### src/rtl/ctrl_pkg.sv
// Shared definitions for the ctrl_seq instruction sequencer.
// CTRL_STEP_EN adds the STEP state used for single-step operation.
package ctrl_pkg;

    localparam int unsigned IW   = 16;
    localparam int unsigned REGW = 4;
    localparam int unsigned OPW  = 4;

    localparam logic [OPW-1:0] OP_NOP = 4'h0;
    localparam logic [OPW-1:0] OP_ADD = 4'h1;
    localparam logic [OPW-1:0] OP_SUB = 4'h2;
    localparam logic [OPW-1:0] OP_AND = 4'h3;
    localparam logic [OPW-1:0] OP_OR  = 4'h4;
    localparam logic [OPW-1:0] OP_XOR = 4'h5;
    localparam logic [OPW-1:0] OP_MOV = 4'h6;
    localparam logic [OPW-1:0] OP_LDI = 4'h7;
    localparam logic [OPW-1:0] OP_BRZ = 4'h8;
    localparam logic [OPW-1:0] OP_JMP = 4'h9;
    localparam logic [OPW-1:0] OP_HLT = 4'hF;

    typedef enum logic [2:0] {
        ST_FETCH,
        ST_DECODE,
        ST_EXEC,
        ST_WB,
        ST_HALT
`ifdef CTRL_STEP_EN
        , ST_STEP
`endif
    } state_t;

    typedef struct packed {
        logic [OPW-1:0] fs;
        logic           imm_sel;
        logic           writes;
        logic           is_branch;
        logic           is_jmp;
        logic           is_hlt;
        logic           illegal;
    } dec_t;

    function automatic logic [OPW-1:0] f_op(input logic [IW-1:0] ir);
        return ir[15:12];
    endfunction

    function automatic logic [REGW-1:0] f_da(input logic [IW-1:0] ir);
        return ir[11:8];
    endfunction

    function automatic logic [REGW-1:0] f_aa(input logic [IW-1:0] ir);
        return ir[7:4];
    endfunction

    function automatic logic [REGW-1:0] f_ba(input logic [IW-1:0] ir);
        return ir[3:0];
    endfunction

endpackage

### src/rtl/ctrl_decode.sv
// Combinational instruction decoder: opcode and register-index legality plus control flags.
// Illegal instructions come out as a NOP with only the illegal flag set.
module ctrl_decode
    import ctrl_pkg::*;
#(
    parameter int unsigned NREG = 9
) (
    input  logic [IW-1:0] ir,
    output dec_t          dec
);

    logic uses_a;
    logic uses_b;
    logic bad_op;
    logic reg_bad;

    always_comb begin
        dec     = '0;
        uses_a  = 1'b0;
        uses_b  = 1'b0;
        bad_op  = 1'b0;
        reg_bad = 1'b0;
        case (f_op(ir))
            OP_NOP: ;
            OP_ADD, OP_SUB, OP_AND, OP_OR, OP_XOR: begin
                dec.fs     = f_op(ir);
                dec.writes = 1'b1;
                uses_a     = 1'b1;
                uses_b     = 1'b1;
            end
            OP_MOV: begin
                dec.fs     = f_op(ir);
                dec.writes = 1'b1;
                uses_a     = 1'b1;
            end
            OP_LDI: begin
                dec.fs      = f_op(ir);
                dec.writes  = 1'b1;
                dec.imm_sel = 1'b1;
            end
            OP_BRZ:  dec.is_branch = 1'b1;
            OP_JMP:  dec.is_jmp    = 1'b1;
            OP_HLT:  dec.is_hlt    = 1'b1;
            default: bad_op        = 1'b1;
        endcase
        // Only the register fields an opcode actually reads or writes are range-checked
        reg_bad = (dec.writes && (32'(f_da(ir)) >= NREG)) ||
                  (uses_a     && (32'(f_aa(ir)) >= NREG)) ||
                  (uses_b     && (32'(f_ba(ir)) >= NREG));
        if (bad_op || reg_bad) begin
            dec         = '0;
            dec.illegal = 1'b1;
        end
    end

endmodule

### src/rtl/ctrl_seq.sv
// Multicycle fetch/decode/execute sequencer driving the register file and ALU select.
// CTRL_STEP_EN adds a step input that gates each instruction issue.
module ctrl_seq
    import ctrl_pkg::*;
#(
    parameter int unsigned AW   = 8,
    parameter int unsigned NREG = 9
) (
    input  logic            clk,
    input  logic            rstn,
`ifdef CTRL_STEP_EN
    input  logic            step,
`endif
    output logic            mem_req,
    output logic [AW-1:0]   mem_addr,
    input  logic            mem_ack,
    input  logic [IW-1:0]   mem_rdata,
    input  logic            z_flag,
    output logic [REGW-1:0] DA,
    output logic [REGW-1:0] AA,
    output logic [REGW-1:0] BA,
    output logic            RW,
    output logic [OPW-1:0]  fs,
    output logic            imm_sel,
    output logic            halted,
    output logic            illegal
);

`ifdef CTRL_STEP_EN
    localparam state_t ST_DONE = ST_STEP;
`else
    localparam state_t ST_DONE = ST_FETCH;
`endif

    state_t        state_q, state_d;
    logic [AW-1:0] pc_q, pc_d;
    logic [IW-1:0] ir_q, ir_d;
    dec_t          dec_q, dec_d, dec_c;
    logic          mem_req_d, rw_d, halted_d, illegal_d;

    // Decode the word as it arrives so the control flags are registered alongside IR
    ctrl_decode #(.NREG(NREG)) u_decode (
        .ir  (mem_rdata),
        .dec (dec_c)
    );

    assign mem_addr = pc_q;
    assign DA       = f_da(ir_q);
    assign AA       = f_aa(ir_q);
    assign BA       = f_ba(ir_q);
    assign fs       = dec_q.fs;
    assign imm_sel  = dec_q.imm_sel;

    always_ff @(posedge clk or negedge rstn) begin
        if (!rstn) begin
            state_q <= ST_FETCH;
            pc_q    <= '0;
            ir_q    <= '0;
            dec_q   <= '0;
            mem_req <= 1'b0;
            RW      <= 1'b0;
            halted  <= 1'b0;
            illegal <= 1'b0;
        end else begin
            state_q <= state_d;
            pc_q    <= pc_d;
            ir_q    <= ir_d;
            dec_q   <= dec_d;
            mem_req <= mem_req_d;
            RW      <= rw_d;
            halted  <= halted_d;
            illegal <= illegal_d;
        end
    end

    always_comb begin
        state_d = state_q;
        pc_d    = pc_q;
        ir_d    = ir_q;
        dec_d   = dec_q;
        case (state_q)
            ST_FETCH: begin
                // The first cycle after reset has mem_req low, so no ack is taken there
                if (mem_req && mem_ack) begin
                    ir_d    = mem_rdata;
                    dec_d   = dec_c;
                    pc_d    = pc_q + AW'(1);
                    state_d = ST_DECODE;
                end
            end
            ST_DECODE: state_d = ST_EXEC;
            ST_EXEC: begin
                if (dec_q.is_branch && z_flag) pc_d = pc_q + AW'($signed(ir_q[7:0]));
                if (dec_q.is_jmp)              pc_d = ir_q[AW-1:0];
                if (dec_q.is_hlt)              state_d = ST_HALT;
                else if (dec_q.writes)         state_d = ST_WB;
                else                           state_d = ST_DONE;
            end
            ST_WB:   state_d = ST_DONE;
            ST_HALT: state_d = ST_HALT;
`ifdef CTRL_STEP_EN
            ST_STEP: if (step) state_d = ST_FETCH;
`endif
            default: state_d = ST_FETCH;
        endcase
        mem_req_d = (state_d == ST_FETCH);
        rw_d      = (state_d == ST_WB);
        halted_d  = (state_d == ST_HALT);
        illegal_d = (state_d == ST_EXEC) && dec_d.illegal;
    end

endmodule
### config.mk
export PLATFORM = sky130hd
export DESIGN_NAME = ctrl_seq
export DESIGN_NICKNAME = d
export VERILOG_FILES = /design/src/rtl/ctrl_pkg.sv /design/src/rtl/ctrl_decode.sv /design/src/rtl/ctrl_seq.sv
export SDC_FILE = /design/constraint.sdc
export NUM_CORES = 1
export LEC_CHECK = 0
export ABC_AREA = 0
export CAP_MARGIN = 5
export CORE_MARGIN = 5
export CORE_UTILIZATION = 50
export DETAILED_ROUTE_END_ITERATION = 7
export PLACE_DENSITY = 0.76
export SLEW_MARGIN = 25
export SYNTH_ARGS = -nofsm -noshare
export SYNTH_HDL_FRONTEND = slang
export SYNTH_HIERARCHICAL = 1
export SYNTH_SLANG_ARGS = --single-unit
### constraint.sdc
create_clock -name clk -period 2.3 [get_ports clk]
set_input_delay 0.345 -clock clk [delete_from_list [all_inputs] [get_ports clk]]
set_output_delay 0.345 -clock clk [all_outputs]
set_load 0.02 [all_outputs]
==> results.tsv, run 1 <==
stage	metric	value	unit
worst_setup_path	critPathRequiredTime	2.51	ns
place	port_buffers	48	
sta	rsz0062_at_grt	false	
sta	finalHoldViolations	0	
yosys	synth_area_leader_cell	dfrtp_1	
power_and_ir_drop	p_seq_share	31.2	%
die	core-area	4290	sq um
worst_setup_path	r2r_end	mem_addr[6]$_DFFE_PN0P_	
clock_tree	insertion_delay	0.30	ns
die	die-width	76.0	um
finish	layout_common_cells	nand2_1, clkdlybuf4s50_1, dfrtp_1	
sta	worstMarginPinSlew	0.812	ns
yosys	dominantRegCellSynth	dfrtp_1	
place	dpl.cell_count	338	
worst_setup_path	critPathCaptureType	flip-flop	
die	dieArea	5770	sq um
clock_tree	cts_tree	yes	
power_and_ir_drop	p_leak	1.27	nW
die	ios	49	
finish	n_antenna_cell	0	
yosys	synth_edf_count	0	
sta	slew_headroom	45.8	%
yosys	syn_area_per_cell	8.77	sq um
clock_tree	cts.repair.resized	0	
power_and_ir_drop	p_clk_share	14.6	%
detailed_routing	drc	0	
finish	nets	322	
global_routing	grt_usage	18.3	%
global_routing	grt.overflow.total	0	
worst_setup_path	worst-path-buf-inv	1	
power_and_ir_drop	switchingPower	1.69	mW
clock_tree	htreeDepth	2	
yosys	syn_nets	277	
yosys	synthArstFlopShare	100	%
global_routing	antenna_found_initial	0	
yosys	synth_top_area_share	42.6	%
worst_setup_path	start_kind	flip-flop	
detailed_routing	topRoutingLayerUsed	met4	
finish	drive_above_1_share	7.14	%
sta	fin_tns_setup	0	ns
die	rows	24	
sta	drv_slew	0	
place	dpl.hpwl	3.89	mm
finish	seqCellArea	926	sq um
detailed_routing	wl_met3	355	um
detailed_routing	met1_length	2.29	mm
worst_setup_path	crit_path_max_incr_delay	0.47	ns
detailed_routing	first_pass_iters	4	
status	outcome	complete, no violations	
power_and_ir_drop	comb_power_share	54.2	%
detailed_routing	vias_per_cell	5.64	
yosys	seq_area_frac_synth	42.6	%
clock_tree	cts_root_buf	clkbuf_8	
power_and_ir_drop	ir_drop	0.636	mV
yosys	synth.area.top_cells	dfrtp_1, nand2_1, ha_1	
clock_tree	post_cts_buffers	0	
clock_tree	cts.sinks	37	
worst_setup_path	criticalPathCategory	reg2reg	
global_routing	grt_max_degree	38	
detailed_routing	drtIter0Drc	96	
worst_setup_path	cp_cell_sequence	ha_1, inv_1, fa_1, nor2b_1, o31a_1, o21ai_0, and4bb_1, nor3_1	
worst_setup_path	slowest_stage	dfrtp_1	
detailed_routing	routedWlPerCell	14.9	um
yosys	synth-seq-cells	37	
sta	max_freq	491	MHz
detailed_routing	postRouteWirelength	5.17	mm
worst_setup_path	arrival	2.25	ns
place	gp_congestion	0.831	
min_path	hold_class	in2async	
detailed_routing	antenna_left	0	
yosys	ys_types	56	
clock_tree	path_clk_slew	0.08	ns
global_routing	grt_pass1_wl	8.76	mm
power_and_ir_drop	powerDensity	1390	nW/um^2
run	max_cap_violations	0	
detailed_routing	vias	1950	
die	die_y	76.0	um
finish	fillers	388	
detailed_routing	wl_met2	2.44	mm
global_routing	grt_pass1_vias	1887	
worst_setup_path	path_max_fanout	7	
power_and_ir_drop	swShare	43.4	%
finish	multi_input_area	1140	sq um
worst_setup_path	critPathLaunch	mem_addr[0]$_DFFE_PN0P_	
worst_setup_path	path_delay_family	adder cells	
die	start_util	50.6	%
yosys	syn_area	2170	sq um
sta	setup_violations	0	
power_and_ir_drop	p_int	2.20	mW
sta	min_period	2.04	ns
sta	fin_crit_sh	88.6	%
finish	mostFrequentLayoutCell	nand2_1	
clock_tree	cts_buffer_depth	2	
worst_setup_path	ff2ff_path_depth	8	
yosys	yosys_warnings	6	
sta	fin_skew	0.0117	ns
worst_setup_path	critical_path_depth	8	
worst_setup_path	r2r_slack	0.26	ns
yosys	netlist_instances	248	
finish	fin_cells	346	
clock_tree	numCtsBuffers	5	
worst_setup_path	r2r_start	mem_addr[0]$_DFFE_PN0P_	
clock_tree	post_cts_hold_buffer_count	0	
finish	area_delta_synth_final	28.3	%
==> flip-flops by register name (all words and copies together), names as in the netlist <==
name      count
RW            1
dec_q         5
fs            4
halted        1
illegal       1
imm_sel       1
ir_q         12
mem_addr      8
mem_req       1
state_q       3
==> cells in the mapped netlist, types with 2 or more instances <==
library cell / instances
o21ai_0: 6
nor2_1: 10
a21oi_1: 9
buf_4: 5
nand3_1: 4
o21a_1: 2
buf_2: 3
nand2_1: 75
nand2b_1: 2
o211ai_1: 2
a31oi_1: 2
clkbuf_1: 6
mux2_2: 2
and3_1: 4
ha_1: 8
a211oi_1: 3
xnor2_1: 2
dfrtp_1: 37
nor2b_1: 4
a32oi_1: 2
nor3_1: 6
a21o_1: 4
inv_1: 7
nor3b_1: 2
a311o_1: 2
o21ai_1: 6
o31a_1: 3
xor2_1: 2
==> power groups by stage <==
stage	sequential [mW]	combinational, mW	clock (mW)
after global placement	1.21	2.06	0
after CTS	1.21	2.12	0.579
after detailed placement	1.22	2.10	0
after global routing	1.25	2.30	0.611
after floorplan	1.36	1.18	0
final	1.21	2.11	0.568
==> layout make-up <==
| cell class | instances | share of cell area [%] |
|---|---|---|
| multi-input combinational | 189 | 41.0 |
| sequential | 37 | 33.2 |
| timing repair buffer | 53 | 18.4 |
| clock buffer | 5 | 2.47 |
| tap | 52 | 2.33 |
| clock inverter | 3 | 1.66 |
| inverter | 7 | 0.942 |
==> logic make-up (layout without fill, tap and decap cells) <==
group                      after synthesis  in the layout  synth area share, %
DFF                                     37             37                 42.6
other                                    1              1                0.172
buffers and inverters                   22             68                 4.83
adders and majority gates                9              9                 5.52
AOI/OAI and AO/OA                       52             52                 16.8
muxes                                    3              3                 1.50
xor gates and xnor gates                 4              4                 1.61
and+or+nand+nor                        120            120                 27.0
==> metrics by stage <==
step	area (sq um)	worst slack (ns)	util [%]	hold slack [ns]	total power, mW
after floorplan	2170	0.310	-	0.0494	2.54
after global placement	2670	0.316	62.3	0.455	3.27
after detailed placement	2670	0.244	62.3	0.461	3.32
after CTS	2790	0.287	64.9	0.167	3.90
after global routing	2790	0.0870	64.9	0.212	4.17
final	2790	0.261	64.9	0.135	3.89
==> worst register-to-register path: stages (launching register included) <==
cell      delay [ns]
dfrtp_1         0.47
ha_1            0.24
inv_1           0.07
fa_1            0.39
nor2b_1         0.16
o31a_1          0.17
o21ai_0         0.11
and4bb_1        0.22
nor3_1          0.14
==> per-layer routing <==
metal  track usage, %  vias up
met2             30.2       61
met1             23.4      922
met4             5.87        0
li1                 -      960
met3             4.62        7
met5                0        -
==> worst max-delay path by stage <==
stage                              end  slack, ns
4_1_cts        mem_addr[4]$_DFFE_PN0P_       0.29
6_report       mem_addr[6]$_DFFE_PN0P_       0.26
5_1_grt        mem_addr[4]$_DFFE_PN0P_       0.09
2_1_floorplan  mem_addr[4]$_DFFE_PN0P_       0.31
3_5_place_dp   mem_addr[6]$_DFFE_PN0P_       0.24
3_3_place_gp   mem_addr[6]$_DFFE_PN0P_       0.32
Note: power is estimated with default switching activity, not from simulation.
==> run 2, diff against run 1 <==
--- a/config.mk
+++ b/config.mk
@@ -10,9 +10,8 @@
 export CORE_MARGIN = 5
 export CORE_UTILIZATION = 50
 export DETAILED_ROUTE_END_ITERATION = 7
-export PLACE_DENSITY = 0.76
+export PLACE_DENSITY = 0.77
 export SLEW_MARGIN = 25
 export SYNTH_ARGS = -nofsm -noshare
 export SYNTH_HDL_FRONTEND = slang
-export SYNTH_HIERARCHICAL = 1
 export SYNTH_SLANG_ARGS = --single-unit
==> run 2 against run 1 <==
Compared with the run above:
- core utilization increased by 3.5 points
- synthesized cell count decreased by 2.8%
- sequential power decreased by 5%
- synthesized area decreased by 2.4%
- fmax decreased by 4.4%
- clock skew decreased by 0.0091 ns
- global-route usage increased by 1.7 points
- worst setup slack got worse by 0.095 ns
- count of clock-buffer cells in the layout increased by 2
- critical path type unchanged
- critical endpoint unchanged
==> results.tsv, run 2 <==
stage	metric	value	unit	change
finish	layout_common_cells	nand2_1, clkdlybuf4s50_1, dfrtp_1		unchanged
clock_tree	cts.sinks	37		unchanged
clock_tree	insertion_delay	0.29	ns	was 0.30 ns
yosys	synthArstFlopShare	100	%	unchanged
global_routing	grt_usage	20.0	%	was 18.3%
sta	fin_ws	0.166	ns	was 0.261 ns
run	max_cap_violations	0		unchanged
worst_setup_path	criticalPathCategory	reg2reg		unchanged
sta	fin_crit_sh	92.8	%	was 88.6%
worst_setup_path	arrival	2.33	ns	was 2.25 ns
detailed_routing	met1_length	2.31	mm	was 2.29 mm
detailed_routing	vias	1855		was 1950
finish	nets	320		was 322
detailed_routing	vias_per_cell	5.42		was 5.64
worst_setup_path	critPathCaptureType	flip-flop		unchanged
yosys	seq_area_frac_synth	43.6	%	was 42.6%
detailed_routing	drtIter0Drc	121		was 96
sta	slew_headroom	47.6	%	was 45.8%
yosys	syn_nets	270		was 277
sta	max_freq	469	MHz	was 491 MHz
power_and_ir_drop	p_leak	1.24	nW	was 1.27 nW
sta	finalHoldViolations	0		unchanged
yosys	synth_area_leader_cell	dfrtp_1		unchanged
finish	fillers	330		was 388
clock_tree	post_cts_buffers	0		unchanged
clock_tree	cts_root_buf	clkbuf_8		unchanged
worst_setup_path	critPathRequiredTime	2.50	ns	was 2.51 ns
yosys	netlist_instances	241		was 248
die	core-area	4060	sq um	was 4290 sq um
yosys	yosys_warnings	0		was 6
global_routing	grt_pass1_vias	1861		was 1887
yosys	synth_top_area_share	43.6	%	was 42.6%
clock_tree	path_clk_slew	0.07	ns	was 0.08 ns
die	die-width	75.2	um	was 76.0 um
yosys	synth.most_common_cell	nand2_1		unchanged
sta	holdWs	0.133	ns	was 0.135 ns
sta	rsz0062_at_grt	false		unchanged
finish	mostFrequentLayoutCell	nand2_1		unchanged
place	dpl.hpwl	3.70	mm	was 3.89 mm
place	place_area	2660	sq um	was 2670 sq um
place	gp_congestion	0.812		was 0.831
die	rows	23		was 24
clock_tree	cts_buffer_depth	2		unchanged
finish	regMostFlops	ir_q		unchanged
finish	area_delta_synth_final	30.8	%	was 28.3%
yosys	syn_area	2120	sq um	was 2170 sq um
place	port_buffers	48		unchanged
yosys	synth.top_cells.by_count	nand2_1, dfrtp_1, nor2_1		unchanged
die	die_y	75.2	um	was 76.0 um
yosys	synth-seq-cells	37		unchanged
clock_tree	htreeDepth	2		unchanged
detailed_routing	wl_met2	2.31	mm	was 2.44 mm
detailed_routing	postRouteWirelength	4.92	mm	was 5.17 mm
detailed_routing	drc	0		unchanged
detailed_routing	first_pass_iters	4		unchanged
clock_tree	cts_tree	yes		unchanged
status	outcome	complete, no violations		unchanged
global_routing	grt_max_degree	38		unchanged
detailed_routing	topRoutingLayerUsed	met4		unchanged
yosys	syn_area_per_cell	8.81	sq um	was 8.77 sq um
die	start_util	52.3	%	was 50.6%
die	ios	49		unchanged
finish	n_antenna_cell	0		unchanged
finish	largest_reg_flops	12		unchanged
sta	min_period	2.13	ns	was 2.04 ns
sta	drv_slew	0		unchanged
clock_tree	cts.repair.resized	0		unchanged
yosys	dominantRegCellSynth	dfrtp_1		unchanged
global_routing	antenna_found_initial	0		unchanged
worst_setup_path	path_max_fanout	4		was 7
sta	fin_tns_setup	0	ns	unchanged
die	dieArea	5650	sq um	was 5770 sq um
power_and_ir_drop	powerDensity	1430	nW/um^2	was 1390 nW/um^2
finish	final_cell_area	2780	sq um	was 2790 sq um
sta	fin_skew	0.00254	ns	was 0.0117 ns
power_and_ir_drop	ir_drop	0.653	mV	was 0.636 mV
global_routing	grt.overflow.total	0		unchanged
detailed_routing	antenna_left	0		unchanged
clock_tree	post_cts_hold_buffer_count	0		unchanged
yosys	synth_edf_count	0		unchanged
place	pre_cts_slack	-0.0457	ns	was 0.244 ns
clock_tree	numCtsBuffers	5		unchanged
finish	drive_above_1_share	7.53	%	was 7.14%
detailed_routing	routedWlPerCell	14.4	um	was 14.9 um
yosys	ys_types	51		was 56
detailed_routing	wl_met3	234	um	was 355 um
sta	setup_violations	0		unchanged
worst_setup_path	start_kind	flip-flop		unchanged
min_path	hold_class	in2async		unchanged
sta	worstMarginPinSlew	0.786	ns	was 0.812 ns
global_routing	grt_pass1_wl	8.60	mm	was 8.76 mm
yosys	synth.area.top_cells	dfrtp_1, nand2_1, ha_1		unchanged
-- run 2: final timing paths --
kind                                      start                      end  slack, ns  cells after the start
max                         ir_q[0]$_DFFE_PN0P_  mem_addr[6]$_DFFE_PN0P_       0.17                      9
min                                        rstn        fs[2]$_DFFE_PN0P_       0.13                      1
max reg2reg                 ir_q[0]$_DFFE_PN0P_  mem_addr[6]$_DFFE_PN0P_       0.17                      9
min reg2reg                ir_q[11]$_DFFE_PN0P_     ir_q[11]$_DFFE_PN0P_       0.48                      2
max in group asynchronous                  rstn        fs[0]$_DFFE_PN0P_       1.68                      1
min in group clk           ir_q[11]$_DFFE_PN0P_     ir_q[11]$_DFFE_PN0P_       0.48                      2
-- run 2: routing by layer --
metal | vias to the layer above | track usage, %
met2 | 37 | 32.3
li1 | 941 | -
met1 | 870 | 27.0
met5 | - | 0
met4 | 0 | 5.83
met3 | 7 | 4.81
-- run 2: report_power, final --
group	internal [mW]	switching, mW	total [mW]
combinational	1.05	1.19	2.24
sequential	0.900	0.255	1.15
clock	0.353	0.226	0.580
-- run 2: metrics by stage --
stage | total power [mW] | utilization [%] | cells
final | 3.97 | 68.5 | 342
after detailed placement | 3.40 | 65.6 | 334
after floorplan | 2.59 | - | 241
after global routing | 4.31 | 68.5 | 342
after CTS | 3.99 | 68.5 | 342
after global placement | 3.36 | 65.6 | 334
-- run 2: worst max-delay path, stage by stage (launching register included) --
cell	delay, ns
dfrtp_1	0.39
ha_1	0.18
inv_1	0.05
fa_1	0.38
nor2b_1	0.16
o21ai_0	0.11
a21boi_0	0.31
mux2i_1	0.11
and3_1	0.17
a211oi_1	0.17
-- run 2: logic make-up after synthesis --
| kind of cell | synth area share (%) |
|---|---|
| adder cells (fa/ha/maj) | 5.66 |
| buffers and inverters | 5.01 |
| AO/OA/AOI/OAI | 16.0 |
| flip-flops | 43.6 |
| AND/OR/NAND/NOR | 28.0 |
| XOR/XNOR | 0.825 |
| multiplexers | 0.943 |
-- run 2: cell type report --
| type | count | area, sq um | share of cell area (%) |
|---|---|---|---|
| inverters | 7 | 26.3 | 0.946 |
| well taps | 50 | 62.6 | 2.25 |
| clock inverters | 1 | 30.0 | 1.08 |
| flip-flops and latches | 37 | 926 | 33.3 |
| multi-input cells | 183 | 1090 | 39.3 |
| clock buffers | 7 | 86.3 | 3.11 |
| repair buffers | 57 | 556 | 20.0 |
==> run 3, diff against run 2 <==
--- a/config.mk
+++ b/config.mk
@@ -7,10 +7,12 @@
 export LEC_CHECK = 0
 export ABC_AREA = 0
 export CAP_MARGIN = 5
+export CELL_PAD_IN_SITES_DETAIL_PLACEMENT = 0
+export CELL_PAD_IN_SITES_GLOBAL_PLACEMENT = 1
 export CORE_MARGIN = 5
-export CORE_UTILIZATION = 50
+export CORE_UTILIZATION = 37
 export DETAILED_ROUTE_END_ITERATION = 7
-export PLACE_DENSITY = 0.77
+export PLACE_DENSITY = 0.76
 export SLEW_MARGIN = 25
 export SYNTH_ARGS = -nofsm -noshare
 export SYNTH_HDL_FRONTEND = slang
==> run 3 against run 2 <==
Compared with the run above:
- combinational power about the same
- worst hold slack improved by 0.032 ns
- non-clock buffer count increased by 2
- clock power about the same
- count of clock-buffer cells in the layout unchanged
- critical path depth decreased by 4
- final cell count increased by 7.0%
- first-iteration DRC count decreased by 30%
- global-route usage decreased by 3.9 points
- die area increased by 30%
==> results.tsv, run 3 (synthesis results as in run 2) <==
stage	metric	value	unit	change
sta	finalHoldViolations	0		unchanged
worst_setup_path	cp_cell_sequence	clkdlybuf4s50_1, o311ai_0, and3_1, nor3b_1, a22o_1		was ha_1, inv_1, fa_1, nor2b_1, o21ai_0, a21boi_0, mux2i_1, and3_1, a211oi_1
clock_tree	path_clk_slew	0.07	ns	about the same
finish	fillers	564		was 330
detailed_routing	postRouteWirelength	5.40	mm	was 4.92 mm
worst_setup_path	r2r_slack	0.32	ns	was 0.17 ns
worst_setup_path	slowest_stage	o311ai_0		was dfrtp_1
min_path	hold_class	in2async		unchanged
finish	post-route-util	50.7	%	was 68.5%
run	max_cap_violations	0		unchanged
die	core-area	5540	sq um	was 4060 sq um
worst_setup_path	r2r_start	mem_addr[0]$_DFFE_PN0P_		was ir_q[0]$_DFFE_PN0P_
clock_tree	numCtsBuffers	5		unchanged
sta	fin_crit_sh	88.8	%	was 92.8%
sta	drv_slew	0		unchanged
finish	layout_common_cells	nand2_1, clkdlybuf4s50_1, dfrtp_1		unchanged
worst_setup_path	worst-path-buf-inv	1		unchanged
clock_tree	htreeDepth	2		unchanged
sta	slew_headroom	44.5	%	was 47.6%
finish	final_cell_area	2810	sq um	was 2780 sq um
clock_tree	cts.sinks	37		unchanged
worst_setup_path	critPathCaptureType	flip-flop		unchanged
power_and_ir_drop	swShare	42.3	%	was 42.0%
die	rows	27		was 23
worst_setup_path	ff2ff_path_depth	9		unchanged
sta	rsz0062_at_grt	false		unchanged
clock_tree	post_cts_hold_buffer_count	0		unchanged
power_and_ir_drop	switchingPower	1.69	mW	was 1.67 mW
global_routing	grt_pass1_vias	1984		was 1861
global_routing	grt_pass1_wl	9.45	mm	was 8.60 mm
power_and_ir_drop	comb_power_share	56.4	%	was 56.3%
worst_setup_path	crit_path_max_incr_delay	0.57	ns	was 0.39 ns
worst_setup_path	criticalPathCategory	in2reg		was reg2reg
global_routing	antenna_found_initial	0		unchanged
place	port_buffers	48		unchanged
die	ios	49		unchanged
sta	worstMarginPinSlew	0.833	ns	was 0.786 ns
power_and_ir_drop	p_seq_share	29.1	%	about the same
clock_tree	cts_tree	yes		unchanged
worst_setup_path	path_max_fanout	4		unchanged
power_and_ir_drop	p_int	2.31	mW	was 2.30 mW
finish	nets	322		was 320
place	place_area	2690	sq um	was 2660 sq um
place	gp_congestion	0.781		was 0.812
clock_tree	cts_buffer_depth	2		unchanged
detailed_routing	drtIter0Drc	85		was 121
sta	min_period	2.04	ns	was 2.13 ns
detailed_routing	routedWlPerCell	14.7	um	was 14.4 um
finish	regMostFlops	ir_q		unchanged
power_and_ir_drop	p_clk_share	14.5	%	was 14.6%
power_and_ir_drop	p_leak	1.24	nW	about the same
die	start_util	38.3	%	was 52.3%
die	die-width	85.8	um	was 75.2 um
detailed_routing	vias_per_cell	5.16		was 5.42
detailed_routing	first_pass_iters	5		was 4
finish	largest_reg_flops	12		unchanged
sta	fin_skew	0.00681	ns	was 0.00254 ns
global_routing	grt_max_degree	38		unchanged
die	die_y	85.8	um	was 75.2 um
power_and_ir_drop	ir_drop	0.507	mV	was 0.653 mV
global_routing	grt_usage	16.1	%	was 20.0%
place	dpl.hpwl	4.06	mm	was 3.70 mm
worst_setup_path	critPathRequiredTime	2.52	ns	was 2.50 ns
detailed_routing	antenna_left	0		unchanged
worst_setup_path	r2r_end	mem_addr[6]$_DFFE_PN0P_		unchanged
clock_tree	cts_root_buf	clkbuf_8		unchanged
finish	n_antenna_cell	0		unchanged
worst_setup_path	path_delay_family	compound AO/OA/AOI/OAI gates		unchanged
sta	setup_violations	0		unchanged
finish	area_delta_synth_final	32.2	%	was 30.8%
die	dieArea	7350	sq um	was 5650 sq um
power_and_ir_drop	powerDensity	1420	nW/um^2	was 1430 nW/um^2
detailed_routing	drc	0		unchanged
finish	drive_above_1_share	8.16	%	was 7.53%
status	outcome	complete, no violations		unchanged
clock_tree	insertion_delay	0.28	ns	was 0.29 ns
global_routing	grt.overflow.total	0		unchanged
detailed_routing	vias	1890		was 1855
worst_setup_path	start_kind	primary input		was flip-flop
sta	max_freq	489	MHz	was 469 MHz
worst_setup_path	arrival	2.26	ns	was 2.33 ns
finish	mostFrequentLayoutCell	nand2_1		unchanged
-- run 3: worst max path at each step --
stage                                  from                      end  slack [ns]  cells after the start
global route        mem_addr[0]$_DFFE_PN0P_  mem_addr[6]$_DFFE_PN0P_        0.03                      9
global placement               mem_rdata[2]        fs[2]$_DFFE_PN0P_       -0.10                      5
finish                         mem_rdata[2]        fs[2]$_DFFE_PN0P_        0.26                      5
CTS                 mem_addr[0]$_DFFE_PN0P_  mem_addr[6]$_DFFE_PN0P_        0.21                      9
detailed placement             mem_rdata[2]        fs[2]$_DFFE_PN0P_       -0.05                      5
floorplan           mem_addr[0]$_DFFE_PN0P_  mem_addr[6]$_DFFE_PN0P_        0.18                      9
-- run 3: metrics by stage --
| step | instances | TNS [ns] | power (mW) | hold WS (ns) | setup WS (ns) |
|---|---|---|---|---|---|
| 6_report | 366 | 0 | 4.00 | 0.165 | 0.257 |
| 5_1_grt | 366 | 0 | 4.37 | 0.244 | 0.0347 |
| 4_1_cts | 366 | 0 | 4.03 | 0.191 | 0.214 |
| 3_5_place_dp | 358 | -0.152 | 3.43 | 0.463 | -0.0509 |
| 3_3_place_gp | 358 | -0.369 | 3.41 | 0.458 | -0.104 |
| 2_1_floorplan | 241 | 0 | 2.59 | 0.0494 | 0.177 |
-- run 3: power groups by stage --
stage	combinational, mW	clock [mW]	sequential [mW]
4_1_cts	2.27	0.590	1.16
5_1_grt	2.53	0.631	1.21
6_report	2.25	0.579	1.16
2_1_floorplan	1.24	0	1.35
3_5_place_dp	2.26	0	1.17
3_3_place_gp	2.24	0	1.17
-- run 3: layer usage --
metal  wire length (um)  up-vias  global-route usage [%]  part of all wire, %
met3                232        6                    3.17                  4.3
met4                 73        0                    5.90                  1.4
met1               2570      900                    21.7                   48
li1                   -      940                       -                    -
met2               2520       44                    25.6                   47
met5                  0        -                       0                    0
-- run 3: area by class of cell --
class	count	area, sq um	share of cell area (%)
Clock inverter	1	30.0	1.07
Inverter	7	26.3	0.936
Multi-Input combinational cell	183	1090	38.9
Clock buffer	7	86.3	3.07
Tap cell	72	90.1	3.21
Timing Repair Buffer	59	558	19.9
Sequential cell	37	926	33.0
-- run 3: repair_timing --
| action | 4_1_cts | 5_1_grt |
|---|---|---|
| buffers inserted | 0 | 0 |
| endpoints found under the setup margin | 0 | 2 |
| resized for setup | 0 | 1 |
